File: config.mk
export PLATFORM = sky130hd
export DESIGN_NAME = register
export DESIGN_NICKNAME = d
export VERILOG_FILES = /design/src/rtl/register.sv
export SDC_FILE = /design/constraint.sdc
export NUM_CORES = 1
export LEC_CHECK = 0
export ABC_AREA = 1
export CAP_MARGIN = 15
export CORE_MARGIN = 5
export CORE_UTILIZATION = 36
export CTS_BUF_LIST = sky130_fd_sc_hd__clkbuf_4 sky130_fd_sc_hd__clkbuf_8
export CTS_CLUSTER_DIAMETER = 30
export DETAILED_ROUTE_END_ITERATION = 16
export GPL_TIMING_DRIVEN = 0
export PLACE_DENSITY = 0.77
export SLEW_MARGIN = 20
export SYNTH_ARGS = -nofsm -noshare
export SYNTH_HDL_FRONTEND = slang
export SYNTH_SLANG_ARGS = --single-unit
export TNS_END_PERCENT = 10
File: constraint.sdc
create_clock -name clk -period 0.8 [get_ports clk]
set_input_delay 0.12 -clock clk [delete_from_list [all_inputs] [get_ports clk]]
set_output_delay 0.12 -clock clk [all_outputs]
set_load 0.01 [all_outputs]
File: src/rtl/register.sv
`default_nettype none
// ============================================================================
//  Module      : register
//  Description : Program-counter state register for the RISC-V core. Captures
//                the selected next-PC on each rising clock edge and presents
//                it as the current PC to instruction fetch and the PC adder.
//                Pure storage: next-PC selection is done upstream.
//
//  Parameters  : WIDTH        - PC width in bits
//                RESET_VALUE  - boot address loaded while rst_n is low
//
//  Ports       : clk     in   1      system clock, rising-edge active
//                rst_n   in   1      asynchronous active-low reset
//                en      in   1      load enable (0 = stall, PC holds)
//                PC_in   in   WIDTH  next-PC value to capture
//                PC_out  out  WIDTH  current PC, registered
//
//  Revision    : 1.0  initial release
// ============================================================================
module register #(
    parameter int unsigned      WIDTH       = 32,
    parameter logic [WIDTH-1:0] RESET_VALUE = 32'h0000_0000
) (
    input  logic             clk,
    input  logic             rst_n,
    input  logic             en,
    input  logic [WIDTH-1:0] PC_in,
    output logic [WIDTH-1:0] PC_out
);

    logic [WIDTH-1:0] r_pc;

    // The reset branch has priority, so a falling rst_n coincident with a
    // rising clk always lands on RESET_VALUE. All WIDTH bits are stored
    // verbatim; misaligned PCs are not masked here.
    always_ff @(posedge clk or negedge rst_n) begin
        if (!rst_n) begin
            r_pc <= RESET_VALUE;
        end else if (en) begin
            r_pc <= PC_in;
        end
    end

    // Output comes straight from the flops: no path from PC_in or en.
    assign PC_out = r_pc;

endmodule
`default_nettype wire

==> flow_summary.yaml, run 1 <==
sta:
  relSlewSlack_pct: 52.8
  tightest_slew_ns: 0.708
  hold_violations: 32
  finalCriticalPeriod_ns: 0.986
  setup_viol: 32
  drv_slew: 0
  setup_ws_ns: -0.186
  fmax_mhz: 1010
  finalCritPeriodShare_pct: 123
  grt_setup_unrepaired: "yes"
  finalClockSkew_ns: 0
  setup_tns_ns: -5.26
  holdWs_ns: -0.165
cts:
  clkSinkCount: 32
  h-tree-depth: 2
  cts_root_buf: "clkbuf_4"
  cts_buffers: 5
  cts_tree: "done"
  clk_path_buf_depth: 2
  clk_pin_slew_ns: 0.09
  clock_latency_ns: 0.32
min_path:
  hp-class: "primary input to async pin"
setup_path:
  path_cells: "buf_2"
  cp-end-kind: "output port"
  critPathBufInv: 1
  r2r-start: "PC_out[28]"
  start_kind: "register"
  cp_data_arrival_time_ns: 0.87
  worstPathMaxFanout: 2
  cpMaxStageDelayCell: "dfrtp_1"
  crit_path_start: "PC_out[4]"
  slowest_delay_ns: 0.40
  cpLargestDelayFamily: "flip-flops"
  required_ns: 0.68
  crit_type: "register to output port"
placement:
  port_buffers: 65
  dp_hpwl_mm: 2.17
  place.gp.congestion: 0.710
pwr:
  swShare_pct: 25.3
  clkPwrFrac_pct: 27.5
  p_switching_uw: 916
  p_comb_share_pct: 21.9
  cellPowerDensity_mw_per_mm2: 1770
  intPower_uw: 2710
  p_leak_uw: 0.00111
  peakVddDrop_v: 0.00135
  seqPwrFrac_pct: 50.6
floorplan:
  rows: 21
  die_w_um: 69.9
  top_level_ports: 67
  start_util_pct: 37.8
  core_mm2: 0.00342
  die_h_um: 69.9
  dieArea_mm2: 0.00489
detailed_routing:
  ant_nets: 0
  first_iter_violations: 21
  wl_per_cell_um: 11.3
  routed_wirelength_mm: 3.02
  viasPerCell: 4.24
  via_count: 1136
  drc_errors: 0
  dr.pass1.iters: 4
yosys:
  synth_common_cells: "86 x nand2_1, 32 x dfrtp_1, 10 x nand2_2, 3 x buf_6, 3 x clkbuf_8"
  yosys_warnings: 0
  synth_ff_type: "dfrtp_1"
  synth_area_leaders: "dfrtp_1 62%, nand2_1 25%, nand2_2 4.8%"
  syn_inst: 136
  synth_top_area_cell: "dfrtp_1"
  ys_types: 7
  yosysSeqAreaShare_pct: 62.0
  avgSynthCellArea_um2: 9.50
  synth_most_common_cell: "nand2_1"
  synth_nets: 171
  netlist_area_mm2: 0.00129
  synthArstFlopShare_pct: 100
  yosysTopAreaCellShare_pct: 62.0
  synth_edf_count: 0
  ys_ff_latch: 32
run:
  drv_cap: 0
global_route:
  grt_max_degree: 33
  gr-total-overflow: 0
  antenna_found_initial: 0
  grt_pass1_vias: 1094
  grt_usage_pct: 13.0
  grt_pass1_wl_mm: 5.02
cells_and_area:
  largest_register_ffs: 32
  fillers: 318
  fin_nets: 257
  syn_to_final_growth_pct: 58.1
  postLayoutCoreUtil_pct: 59.8
  num_antenna_cells: 0
  drive_gt1_share_pct: 32.4
status:
  violations: "negative hold slack, negative setup slack"
  outcome: "finished, violations left"
area by class of cell:
type	instances	area, µm²	share of cell area, %
Clock buffer	7	65.1	3.18
Tap cell	46	57.6	2.82
Multi-Input combinational cell	96	385	18.9
Inverter	1	11.3	0.551
Sequential cell	32	801	39.2
Buffer	7	95.1	4.65
Timing Repair Buffer	79	628	30.7
layout by cell type (no fill, tap or decap):
cell             count
buf_12               1
nand2_2             10
clkbuf_8             5
nand2_1             86
dfrtp_1             32
inv_8                1
buf_4               14
clkdlybuf4s50_1     32
buf_6                9
buf_2               27
clkbuf_4             5
repair_timing:
action	CTS	global route
setup endpoints to repair	32	32
endpoints found under the hold margin	32	32
buffers inserted	12	2
gates resized for setup	129	5
per-layer routing:
metal  wire length [µm]  global-route usage, %  up-vias
met4                 58                   5.11        0
met5                  0                      0        -
li1                   -                      -      576
met1               1200                   14.4      509
met3                294                   6.74        9
met2               1470                   21.0       42
power groups by stage:
| stage | Clock [µW] | Sequential (µW) | Combinational, µW |
|---|---|---|---|
| final | 997 | 1830 | 792 |
| after global routing | 1100 | 1850 | 872 |
| after CTS | 1040 | 1830 | 774 |
| after detailed placement | 0 | 1870 | 821 |
| after global placement | 0 | 1870 | 815 |
| after floorplan | 0 | 1940 | 219 |
path summary, 6_finish.rpt:
path | endpoint | cells after the start | slack [ns]
worst min register to register | PC_out[13] | 2 | 0.47
min in group clk | PC_out[29] | 3 | 0.05
worst max register to register | PC_out[28] | 3 | 0.07
max in group asynchronous | PC_out[28] | 1 | 0.50
worst max-delay path | PC_out[4] | 1 | -0.19
worst min-delay path | PC_out[7] | 1 | -0.17
metrics by stage:
stage / power [µW] / instances / worst slack, ns / area [µm²]
2_1_floorplan: 2160 / 136 / 0.178 / 1290
3_5_place_dp: 2690 / 247 / -0.221 / 2000
5_1_grt: 3820 / 268 / -0.235 / 2040
6_report: 3620 / 268 / -0.186 / 2040
4_1_cts: 3640 / 266 / -0.209 / 2000
3_3_place_gp: 2680 / 247 / -1.04 / 2000
cell families after synthesis:
| kind of cell | after synthesis | synth area share (%) |
|---|---|---|
| buf+inv | 8 | 8.23 |
| flops | 32 | 62.0 |
| simple gates | 96 | 29.8 |
Note: power is estimated with default switching activity, not from simulation.
==> run 2: changes to the inputs <==
- SETUP_SLACK_MARGIN: not set -> 0.1
==> run 2 against run 1 <==
  * Wire length is 0.66% higher
  * Largest power group unchanged
  * Clock-buffer cell count stayed put
  * Sequential power hardly changed
  * First-iteration DRC count is 33% higher
  * Largest cell class unchanged
  * Critical path type unchanged
  * Worst setup slack hardly changed
  * Combinational power is 2% higher
  * Design area is 0.61% higher
  * Die area stayed put
  * Power is 0.27% higher
  * The flow still finishes with violations (negative hold slack, negative setup slack)
  * Final cell count stayed put
  * Non-clock buffer count stayed put
  * Core utilization is 0.37 points higher
==> flow_summary.yaml, run 2 (synthesis results as in run 1) <==
floorplan:
  start_util_pct: 37.8
  rows: 21
  dieArea_mm2: 0.00489
  die_w_um: 69.9
  die_h_um: 69.9
  top_level_ports: 67
  core_mm2: 0.00342
setup_path:
  cpMaxStageDelayCell: "dfrtp_1"
  worstPathMaxFanout: 2
  critPathBufInv: 1
  cpLargestDelayFamily: "flip-flops"
  slowest_delay_ns: 0.40
  required_ns: 0.68
  cp_num_cells: 1
  crit_type: "register to output port"
  cp-end-kind: "output port"
  r2r_cells: 3
  start_kind: "register"
  path_cells: "buf_2"
  cp_data_arrival_time_ns: 0.87
run:
  drv_cap: 0
detailed_routing:
  wl_per_cell_um: 11.4
  met1_length_mm: 1.19
  first_iter_violations: 28
  via_count: 1147
  drc_errors: 0
  ant_nets: 0
  met2_length_mm: 1.49
  dr_wl_met3_um: 301
  dr.pass1.iters: 4
  top_layer: "met4"
  viasPerCell: 4.28
  routed_wirelength_mm: 3.04
cts:
  clk_pin_slew_ns: 0.09
  clk_path_buf_depth: 2
  clkSinkCount: 32
  clock_latency_ns: 0.32
  cts_tree: "done"
  cts_root_buf: "clkbuf_4"
  cts_buffers: 5
  h-tree-depth: 2
min_path:
  hp-class: "primary input to async pin"
sta:
  finalCriticalPeriod_ns: 0.985
  fmax_mhz: 1010
  setup_ws_ns: -0.185
  relSlewSlack_pct: 52.1
  setup_viol: 32
  tightest_slew_ns: 0.718
  finalClockSkew_ns: 0
  holdWs_ns: -0.159
  hold_violations: 32
  drv_slew: 0
  grt_setup_unrepaired: "yes"
  finalCritPeriodShare_pct: 123
global_route:
  grt_pass1_vias: 1096
  grt_usage_pct: 13.1
  grt_pass1_wl_mm: 5.04
  antenna_found_initial: 0
  grt_max_degree: 33
  gr-total-overflow: 0
placement:
  dp_hpwl_mm: 2.17
  dpl-instance-area_mm2: 0.00200
  port_buffers: 65
  place.gp.congestion: 0.710
  dp_slack_ns: -0.221
status:
  outcome: "finished, violations left"
  violations: "negative hold slack, negative setup slack"
cells_and_area:
  final_cell_mix: "81 x nand2_1, 32 x dfrtp_1, 32 x clkdlybuf4s50_1"
  fin_nets: 257
  syn_to_final_growth_pct: 59.1
  num_antenna_cells: 0
  final_common_cell: "nand2_1"
  drive_gt1_share_pct: 34.7
  postLayoutCoreUtil_pct: 60.2
  final_cell_area_mm2: 0.00206
  largest_register_ffs: 32
pwr:
  finalPower_uw: 3630
  cellPowerDensity_mw_per_mm2: 1770
  p_leak_uw: 0.00111
  peakVddDrop_v: 0.00135
==> run 2: cell types whose count changed in the layout (fill, tap and decap cells not counted) <==
cell     previous run  this run
nand2_1            86        81
nand2_2            10        15
==> run 2: timing repair <==
item | in CTS | in global routing
endpoints found under the hold margin | 32 | 32
buffers inserted | 12 | 2
endpoints found under the setup margin | 32 | 44
pin swaps | 1 | 2
resized for setup | 131 | 8
==> run 2: path summary, 6_finish.rpt <==
check,to,slack (ns),startpoint
worst min-delay path,PC_out[7],-0.16,rst_n
worst max-delay path,PC_out[4],-0.19,PC_out[4]
worst max register to register,PC_out[7],0.07,PC_out[7]
max in group asynchronous,PC_out[28],0.49,rst_n
min in group clk,PC_out[29],0.05,en
worst min register to register,PC_out[13],0.47,PC_out[13]
==> run 2: through the flow <==
step,TNS [ns],cells
2_1_floorplan,0,136
3_3_place_gp,-39.18,247
3_5_place_dp,-6.15,247
4_1_cts,-5.90,266
5_1_grt,-6.88,268
6_report,-5.24,268
==> run 2: cell type report <==
type                    count  area, µm²
clock buffers               7       65.1
flip-flops and latches     32        801
multi-input cells          96        398
plain buffers               7       95.1
repair buffers             79        628
well taps                  46       57.6
inverters                   1       11.3
fillers                   315       1360
==> run 2: where the power goes <==
group	switching (µW)	internal [µW]	leakage, µW	total, µW
Sequential	75.1	1760	0.000390	1830
Clock	497	498	0.0000374	995
Combinational	349	454	0.000684	804
Total	922	2710	0.00111	3630
==> run 2: per-layer routing <==
layer	vias to the layer above	track usage, %
met2	44	21.4
met5	-	0
met3	9	6.74
met4	0	5.11
li1	575	-
met1	519	14.3
